### config.mk
export PLATFORM = sky130hd
export DESIGN_NAME = ccx_ic_arbiter_flat
export DESIGN_NICKNAME = d
export VERILOG_FILES = /design/src/rtl/ccx_ic_arbiter_if.sv /design/src/rtl/ccx_ic_arbiter.sv /design/src/flat_wrapper.sv
export SDC_FILE = /design/constraint.sdc
export NUM_CORES = 1
export LEC_CHECK = 0
export ABC_AREA = 1
export CAP_MARGIN = 20
export CORE_AREA = 8 8 204 206
export CTS_BUF_LIST = sky130_fd_sc_hd__clkbuf_2 sky130_fd_sc_hd__clkbuf_4 sky130_fd_sc_hd__clkbuf_8
export DETAILED_ROUTE_END_ITERATION = 16
export DIE_AREA = 0 0 212 214
export PLACE_DENSITY_LB_ADDON = 0.3
export SLEW_MARGIN = 20
export SYNTH_ARGS = -nofsm -noshare
export SYNTH_HDL_FRONTEND = slang
export SYNTH_SLANG_ARGS = --single-unit
export TNS_END_PERCENT = 100
### constraint.sdc
create_clock -name g_clk -period 1.1 [get_ports g_clk]
set_input_delay 0.165 -clock g_clk [delete_from_list [all_inputs] [get_ports g_clk]]
set_output_delay 0.165 -clock g_clk [all_outputs]
set_load 0.02 [all_outputs]
### src/rtl/ccx_ic_arbiter_if.sv
// Core-side memory bus: request channel plus a one-cycle-late response.
// Latency: none (plain wires).
// Backpressure: the responder holds off a request by keeping gnt low while req is high.
interface core_mem_bus #(
  parameter int AW = 39,
  parameter int DW = 64
);
  logic            req;
  logic            gnt;
  logic            wen;
  logic [DW/8-1:0] strb;
  logic [AW-1:0]   addr;
  logic [DW-1:0]   wdata;
  logic [DW-1:0]   rdata;
  logic            err;

  // Requestor side: drives the request, receives the grant and response.
  modport REQ (output req, wen, strb, addr, wdata, input gnt, rdata, err);
  // Responder side: receives the request, drives the grant and response.
  modport RSP (input req, wen, strb, addr, wdata, output gnt, rdata, err);
endinterface

### src/rtl/ccx_ic_arbiter.sv
// Merges the instruction-fetch and data buses onto one core-side bus; data wins unless fetch is starved.
// Latency: zero cycles from request to out, one cycle for the response to return to the issuing port.
// Backpressure: an un-granted request locks the selection until accepted; the other port waits with gnt=0.
module ccx_ic_arbiter #(
  parameter int AW           = 39,
  parameter int DW           = 64,
  parameter int STARVE_LIMIT = 4
) (
  input logic       g_clk,
  input logic       g_resetn,
  core_mem_bus.RSP  if_imem,
  core_mem_bus.RSP  if_dmem,
  core_mem_bus.REQ  if_out
);

  localparam int            CW    = $clog2(STARVE_LIMIT + 1);
  localparam logic [CW-1:0] LIMIT = CW'(STARVE_LIMIT);

  localparam logic SEL_IMEM = 1'b0;
  localparam logic SEL_DMEM = 1'b1;

  logic          lock;
  logic          lock_sel;
  logic [CW-1:0] starve_cnt;
  logic          rsp_imem;
  logic          rsp_dmem;

  logic sel;
  logic starved;
  logic accept;
  logic imem_acc;

  // Pick the port that owns the merged bus this cycle.
  always_comb begin
    sel     = SEL_IMEM;
    starved = if_imem.req && (starve_cnt >= LIMIT);
    if (lock) begin
      sel = lock_sel;
    end else if (if_dmem.req && !starved) begin
      sel = SEL_DMEM;
    end
  end

  // Request pass-through; imem fields sit on the bus when nobody requests.
  assign if_out.req   = (sel == SEL_DMEM) ? if_dmem.req   : if_imem.req;
  assign if_out.wen   = (sel == SEL_DMEM) ? if_dmem.wen   : if_imem.wen;
  assign if_out.strb  = (sel == SEL_DMEM) ? if_dmem.strb  : if_imem.strb;
  assign if_out.addr  = (sel == SEL_DMEM) ? if_dmem.addr  : if_imem.addr;
  assign if_out.wdata = (sel == SEL_DMEM) ? if_dmem.wdata : if_imem.wdata;

  // Grants only reach the selected port, and only while it is requesting.
  assign if_imem.gnt = (sel == SEL_IMEM) && if_imem.req && if_out.gnt;
  assign if_dmem.gnt = (sel == SEL_DMEM) && if_dmem.req && if_out.gnt;

  assign accept   = if_out.req && if_out.gnt;
  assign imem_acc = if_imem.req && if_imem.gnt;

  // Responses are steered by the route captured at acceptance.
  assign if_imem.rdata = rsp_imem ? if_out.rdata : '0;
  assign if_imem.err   = rsp_imem ? if_out.err   : 1'b0;
  assign if_dmem.rdata = rsp_dmem ? if_out.rdata : '0;
  assign if_dmem.err   = rsp_dmem ? if_out.err   : 1'b0;

  // Lock holds a stalled request; it falls on acceptance or when the owner drops req (out.req goes low).
  always_ff @(posedge g_clk) begin
    if (!g_resetn) begin
      lock     <= 1'b0;
      lock_sel <= SEL_IMEM;
    end else if (if_out.req && !if_out.gnt) begin
      lock     <= 1'b1;
      lock_sel <= sel;
    end else begin
      lock     <= 1'b0;
    end
  end

  // Count consecutive cycles of un-served fetch requests, saturating at the limit.
  always_ff @(posedge g_clk) begin
    if (!g_resetn) begin
      starve_cnt <= '0;
    end else if (if_imem.req && !imem_acc) begin
      if (starve_cnt != LIMIT) begin
        starve_cnt <= starve_cnt + CW'(1);
      end
    end else begin
      starve_cnt <= '0;
    end
  end

  // Remember which port owns next cycle's response.
  always_ff @(posedge g_clk) begin
    if (!g_resetn) begin
      rsp_imem <= 1'b0;
      rsp_dmem <= 1'b0;
    end else begin
      rsp_imem <= accept && (sel == SEL_IMEM);
      rsp_dmem <= accept && (sel == SEL_DMEM);
    end
  end

endmodule
### src/flat_wrapper.sv
// flat-port wrapper written by rule: the top's interface ports become plain ports
module ccx_ic_arbiter_flat 
#(
  parameter int AW           = 39,
  parameter int DW           = 64,
  parameter int STARVE_LIMIT = 4
)
  (g_clk, g_resetn, if_imem_req, if_imem_wen, if_imem_strb, if_imem_addr, if_imem_wdata, if_imem_gnt, if_imem_rdata, if_imem_err, if_dmem_req, if_dmem_wen, if_dmem_strb, if_dmem_addr, if_dmem_wdata, if_dmem_gnt, if_dmem_rdata, if_dmem_err, if_out_req, if_out_wen, if_out_strb, if_out_addr, if_out_wdata, if_out_gnt, if_out_rdata, if_out_err);
  core_mem_bus #(.AW(AW), .DW(DW)) if_imem_i ();
  core_mem_bus #(.AW(AW), .DW(DW)) if_dmem_i ();
  core_mem_bus #(.AW(AW), .DW(DW)) if_out_i ();
  input logic g_clk;
  input logic g_resetn;
  input wire logic [$bits(if_imem_i.req)-1:0] if_imem_req;
  input wire logic [$bits(if_imem_i.wen)-1:0] if_imem_wen;
  input wire logic [$bits(if_imem_i.strb)-1:0] if_imem_strb;
  input wire logic [$bits(if_imem_i.addr)-1:0] if_imem_addr;
  input wire logic [$bits(if_imem_i.wdata)-1:0] if_imem_wdata;
  output wire logic [$bits(if_imem_i.gnt)-1:0] if_imem_gnt;
  output wire logic [$bits(if_imem_i.rdata)-1:0] if_imem_rdata;
  output wire logic [$bits(if_imem_i.err)-1:0] if_imem_err;
  input wire logic [$bits(if_dmem_i.req)-1:0] if_dmem_req;
  input wire logic [$bits(if_dmem_i.wen)-1:0] if_dmem_wen;
  input wire logic [$bits(if_dmem_i.strb)-1:0] if_dmem_strb;
  input wire logic [$bits(if_dmem_i.addr)-1:0] if_dmem_addr;
  input wire logic [$bits(if_dmem_i.wdata)-1:0] if_dmem_wdata;
  output wire logic [$bits(if_dmem_i.gnt)-1:0] if_dmem_gnt;
  output wire logic [$bits(if_dmem_i.rdata)-1:0] if_dmem_rdata;
  output wire logic [$bits(if_dmem_i.err)-1:0] if_dmem_err;
  output wire logic [$bits(if_out_i.req)-1:0] if_out_req;
  output wire logic [$bits(if_out_i.wen)-1:0] if_out_wen;
  output wire logic [$bits(if_out_i.strb)-1:0] if_out_strb;
  output wire logic [$bits(if_out_i.addr)-1:0] if_out_addr;
  output wire logic [$bits(if_out_i.wdata)-1:0] if_out_wdata;
  input wire logic [$bits(if_out_i.gnt)-1:0] if_out_gnt;
  input wire logic [$bits(if_out_i.rdata)-1:0] if_out_rdata;
  input wire logic [$bits(if_out_i.err)-1:0] if_out_err;
  assign if_imem_i.req = if_imem_req;
  assign if_imem_i.wen = if_imem_wen;
  assign if_imem_i.strb = if_imem_strb;
  assign if_imem_i.addr = if_imem_addr;
  assign if_imem_i.wdata = if_imem_wdata;
  assign if_imem_gnt = if_imem_i.gnt;
  assign if_imem_rdata = if_imem_i.rdata;
  assign if_imem_err = if_imem_i.err;
  assign if_dmem_i.req = if_dmem_req;
  assign if_dmem_i.wen = if_dmem_wen;
  assign if_dmem_i.strb = if_dmem_strb;
  assign if_dmem_i.addr = if_dmem_addr;
  assign if_dmem_i.wdata = if_dmem_wdata;
  assign if_dmem_gnt = if_dmem_i.gnt;
  assign if_dmem_rdata = if_dmem_i.rdata;
  assign if_dmem_err = if_dmem_i.err;
  assign if_out_req = if_out_i.req;
  assign if_out_wen = if_out_i.wen;
  assign if_out_strb = if_out_i.strb;
  assign if_out_addr = if_out_i.addr;
  assign if_out_wdata = if_out_i.wdata;
  assign if_out_i.gnt = if_out_gnt;
  assign if_out_i.rdata = if_out_rdata;
  assign if_out_i.err = if_out_err;
  ccx_ic_arbiter #(.AW(AW), .DW(DW), .STARVE_LIMIT(STARVE_LIMIT)) u_core (.g_clk(g_clk), .g_resetn(g_resetn), .if_imem(if_imem_i), .if_dmem(if_dmem_i), .if_out(if_out_i));
endmodule
# Word level (Yosys, flattened, before mapping)
# Index checks and enable logic that the tools add are counted.
# W data, S select, Z words.
# op_classes
add_sub_neg,1
n_lt_le_gt_ge,1
muxes,12
n_reduce_logical,16
n_bitwise,1
eq_ne,1
# ops
cell,n
$mux W64,3
$mux W39,1
$logic_and A1 B1 Y1,12
$mux W8,1
$mux W1,7
$add A3 B1 Y3 const B,1
$ge A3 B3 Y1 const B,1
$logic_not A1 Y1,3
$ne A3 B3 Y1 const B,1
$reduce_and A2 Y1,1
$not A1 Y1,1
# word_totals
register_bits,7
in_bits,294
wordCells,37
output_inout_bits,245

# Depth between registers and ports, before layout
# logic_depth
depth_word,13
ltp_mapped,8
depth_no_buf,7

# Worst setup path before layout
# Ideal clock, no wire load.
# synth_timing
kind,flip-flop to output port
start,register u_core.starve_cnt[2]
end,output port if_out_req
t_required_ps,935
stages_incl_launch_ff,6
arrival_ps,1188
n_path_buf,1
setup_slack_ps,-253
cell_sequence,dfxtp_1 nand2_1 nand3_2 nand2_2 buf_4 o21ai_0
# synth_via
elab_chain_len,7
# synth_lines
element,line_no,rtl
from (decl),ccx_ic_arbiter.sv:24,logic [CW-1:0] starve_cnt;
from (signal assigned),ccx_ic_arbiter.sv:83,starve_cnt <= starve_cnt + CW'(1);
$ge A3 B3 Y1,ccx_ic_arbiter.sv:36,starved = if_imem.req && (starve_cnt >= LIMIT);
$logic_and A1 B1 Y1,ccx_ic_arbiter.sv:36,
$logic_not A1 Y1,ccx_ic_arbiter.sv:39,end else if (if_dmem.req && !starved) begin
$logic_and A1 B1 Y1,ccx_ic_arbiter.sv:39,
$mux W1,ccx_ic_arbiter.sv:39,
$mux W1,ccx_ic_arbiter.sv:37,if (lock) begin
$mux W1,ccx_ic_arbiter.sv:45,assign if_out.req = (sel == SEL_DMEM) ? if_dmem.req : if_imem.req;
to (decl),flat_wrapper.sv:30,output wire logic [$bits(if_out_i.req)-1:0] if_out_req;
# Every way passes these cells.

# Final worst setup path
# layout_timing
start,register u_core.lock
end,output port if_out_addr[34]
# layout_via
elab_chain_len,2
# layout_lines
element,line_no,rtl
from (decl),ccx_ic_arbiter.sv:22,logic lock;
from (signal assigned),ccx_ic_arbiter.sv:67,lock <= 1'b0;
from (signal assigned),ccx_ic_arbiter.sv:70,lock <= 1'b1;
from (signal assigned),ccx_ic_arbiter.sv:73,lock <= 1'b0;
$mux W1,ccx_ic_arbiter.sv:37,
$mux W39,ccx_ic_arbiter.sv:48,assign if_out.addr = (sel == SEL_DMEM) ? if_dmem.addr : if_imem.addr;
to (decl),flat_wrapper.sv:33,output wire logic [$bits(if_out_i.addr)-1:0] if_out_addr;
# Every way passes these cells.

==> run_results.csv <==
group,metric,value,unit
placement,port_buffers,538,
logic_synthesis,synthFlopType,"dfxtp_1",
die,initial_core_util,7.32,%
timing,hold_viol,0,
global_route,grt_antenna_before_repair,12,
run_status,violations,"setup timing",
global_route,grt_start_max_net_pins,24,
flow_run,drv_cap,0,
clock_tree,cts_tree,"done",
logic_synthesis,post-synth-top-area-cell,"nand2_1",
setup_path,cp-end-kind,"output pin",
die,ios,539,
setup_path,endpoint,"if_out_addr[34]",
logic_synthesis,syn-cell-area,0.00280,sq mm
final_layout,syn_to_final_growth,323,%
setup_path,slowest_delay,0.33,ns
die,num_rows,72,
clock_tree,cts.sinks,7,
timing,finalSetupTns,-107.37,ns
timing,worst_slack,-0.666,ns
final_layout,final_cells,1832,
timing,setup_viol_count_final,251,
power_and_ir_drop,power.total,5.67,mW
global_route,grt_pass1_wl,45500,um
clock_tree,clk_pin_slew,0.04,ns
setup_path,r2r-start,"u_core.lock$_SDFF_PN0_",
setup_path,reg2reg_depth,10,
clock_tree,root_buffer,"clkbuf_8",
clock_tree,cts-hold-fix-buffers,0,
setup_path,r2r-end,"u_core.starve_cnt[1]$_SDFFE_PN0N_",
placement,dpl.hpwl,25600,um
logic_synthesis,postSynthAreaPerCell,4.12,sq um
detailed_routing,vias,6480,
die,core_area,0.0383,sq mm
logic_synthesis,ys_seq_area_share,5.00,%
clock_tree,cts.path.max_buffers,2,
clock_tree,h-tree-depth,1,
logic_synthesis,synth_cells,680,
global_route,grtUsageTotal,13.2,%
power_and_ir_drop,power_leakage,6.50,nW
logic_synthesis,synth-seq-cells,7,
setup_path,slowest_stage,"dfxtp_2",
setup_path,path_cells,"inv_2 > nand3_4 > nand2_4 > buf_12 > clkinv_16 > bufbuf_16 > nand2_1 > nand2_2 > buf_4",
setup_path,ff2ff_setup_slack,-0.26,ns
logic_synthesis,netlist_top_cells_count,"nand2_1 (472), inv_1 (139), buf_2 (13)",
logic_synthesis,ys_warn_count,0,
detailed_routing,drtIter0Drc,137,
logic_synthesis,synth_area_leaders,"nand2_1 (63%), inv_1 (19%), dfxtp_1 (5.0%)",
power_and_ir_drop,cellPowerDensity,478,mW/mm^2
power_and_ir_drop,vdd_ir_drop_max,0.269,mV
logic_synthesis,synth_nets,976,
die,fp.dieW,212,um
setup_path,worstPathMaxFanout,8,
logic_synthesis,ys_types,19,
timing,slew_headroom,77.7,%
timing,tightest_slew,0.334,ns
detailed_routing,via_per_inst,3.54,
timing,maxSlewViolCount,0,
timing,post-route-period-util,161,%
logic_synthesis,async_flop_share,0,%
detailed_routing,wirelength,33800,um
clock_tree,clock_latency,0.23,ns
setup_path,critPathLaunch,"u_core.lock$_SDFF_PN0_",
die,die_h,214,um
logic_synthesis,synth.most_common_cell,"nand2_1",
setup_path,cp.required,0.94,ns
min_path,holdCritPathClass,"in -> reg",
detailed_routing,drc_errors,0,
min_path,hold_depth,3,
run_status,status,"complete, but fails checks",
die,die_area,0.0454,sq mm
placement,place_area,0.00932,sq mm
detailed_routing,ant_nets,0,
timing,grt_setup_unrepaired,"true",
placement,place.gp.congestion,0.965,
clock_tree,cts_made_buffers,3,
setup_path,critPathKind,"reg -> out",
logic_synthesis,synth_edf_count,0,
timing,fmax,566,MHz
global_route,grt_overflow,0,
final_layout,drive_gt1_share,59.2,%
detailed_routing,drtPass1Iterations,4,
final_layout,fin_area,0.0119,sq mm
logic_synthesis,yosysTopAreaCellShare,63.2,%
final_layout,layout.nets,1609,
timing,min_period,1.77,ns
setup_path,start_kind,"register",
global_route,grt_pass1_vias,6983,
placement,dp_cells,1725,
setup_path,worstPathArrival,1.60,ns
detailed_routing,wl_per_cell,18.5,um
timing,clock_skew,0.000244,ns
## final cells by class
type / instances / area (sq um)
Timing Repair Buffer: 665 / 7330
Multi-Input combinational cell: 495 / 3100
Tap cell: 518 / 648
Fill cell: 4032 / 26400
Timing Repair inverter: 1 / 16.3
Antenna cell: 2 / 5.00
Sequential cell: 7 / 150
Inverter: 140 / 562
Clock buffer: 4 / 48.8
## worst max-delay path: cells and delay by family (launching register included)
| family | cells | cell delay (ns) |
|---|---|---|
| AND/OR/NAND/NOR | 4 | 0.31 |
| buffers and inverters | 5 | 0.73 |
| flip-flops | 1 | 0.33 |
## flip-flops by register name, summed over array words and instances (netlist names)
signal	flops
u_core.rsp_dmem	1
u_core.lock_sel	1
u_core.lock	1
u_core.starve_cnt	3
u_core.rsp_imem	1
## metal layers
layer | global-route usage, % | up-vias | wire, um
li1 | - | 3161 | -
met1 | 13.0 | 2914 | 11600
met2 | 26.6 | 361 | 18100
met3 | 3.98 | 44 | 3190
met4 | 2.73 | 0 | 925
met5 | 0 | - | 0
## report_power, final
part / internal, mW / switching (mW)
clock network: 0.276 / 0.115
registers: 0.262 / 0.0111
logic: 2.68 / 2.33
total: 3.21 / 2.46
## logic make-up (layout without fill, tap and decap cells)
kind of cell | count (synthesis) | count (layout) | share of synthesized area, %
AOI/OAI and AO/OA | 5 | 5 | 0.893
xor gates and xnor gates | 1 | 1 | 0.313
adders and majority gates | 2 | 2 | 0.893
buffers and inverters | 178 | 810 | 27.0
DFF | 7 | 7 | 5.00
other | 0 | 2 | 0
and+or+nand+nor | 487 | 487 | 65.9
## cell usage in the layout, fill, tap and decap left out, drive strengths merged, types with 2 or more instances in the layout
cell	n
diode	2
o21ai	3
a21oi	2
clkbuf	8
nand2	473
dlygate4sd2	2
ha	2
nor2	6
nand3	6
dfxtp	7
buf	366
clkdlybuf4s50	291
inv	140
## worst min path at each step
stage / start / slack, ns / end
after floorplan: g_resetn / 0.33 / u_core.lock$_SDFF_PN0_
after global placement: u_core.lock_sel$_SDFFE_PN0P_ / 0.47 / u_core.lock_sel$_SDFFE_PN0P_
after detailed placement: u_core.lock_sel$_SDFFE_PN0P_ / 0.49 / u_core.lock_sel$_SDFFE_PN0P_
after CTS: if_dmem_req / 0.42 / u_core.lock_sel$_SDFFE_PN0P_
after global routing: if_dmem_req / 0.48 / u_core.lock_sel$_SDFFE_PN0P_
final: if_dmem_req / 0.46 / u_core.lock_sel$_SDFFE_PN0P_
## per-stage QoR
step,utilization [%],hold WS (ns),setup slack (ns)
final,31.0,0.462,-0.666
after global routing,31.0,0.477,-0.739
after CTS,28.2,0.425,-0.711
after detailed placement,24.3,0.492,-1.22
after global placement,24.3,0.471,-1.18
after floorplan,-,0.327,-0.0843
## timing repair
item                                     CTS  global route
gates resized for setup                 1426           412
pin swaps                                 16            16
gates cloned                              18             4
endpoints found under the setup margin   251           251
setup buffers                             65            31
(Power assumes the default switching activity.)
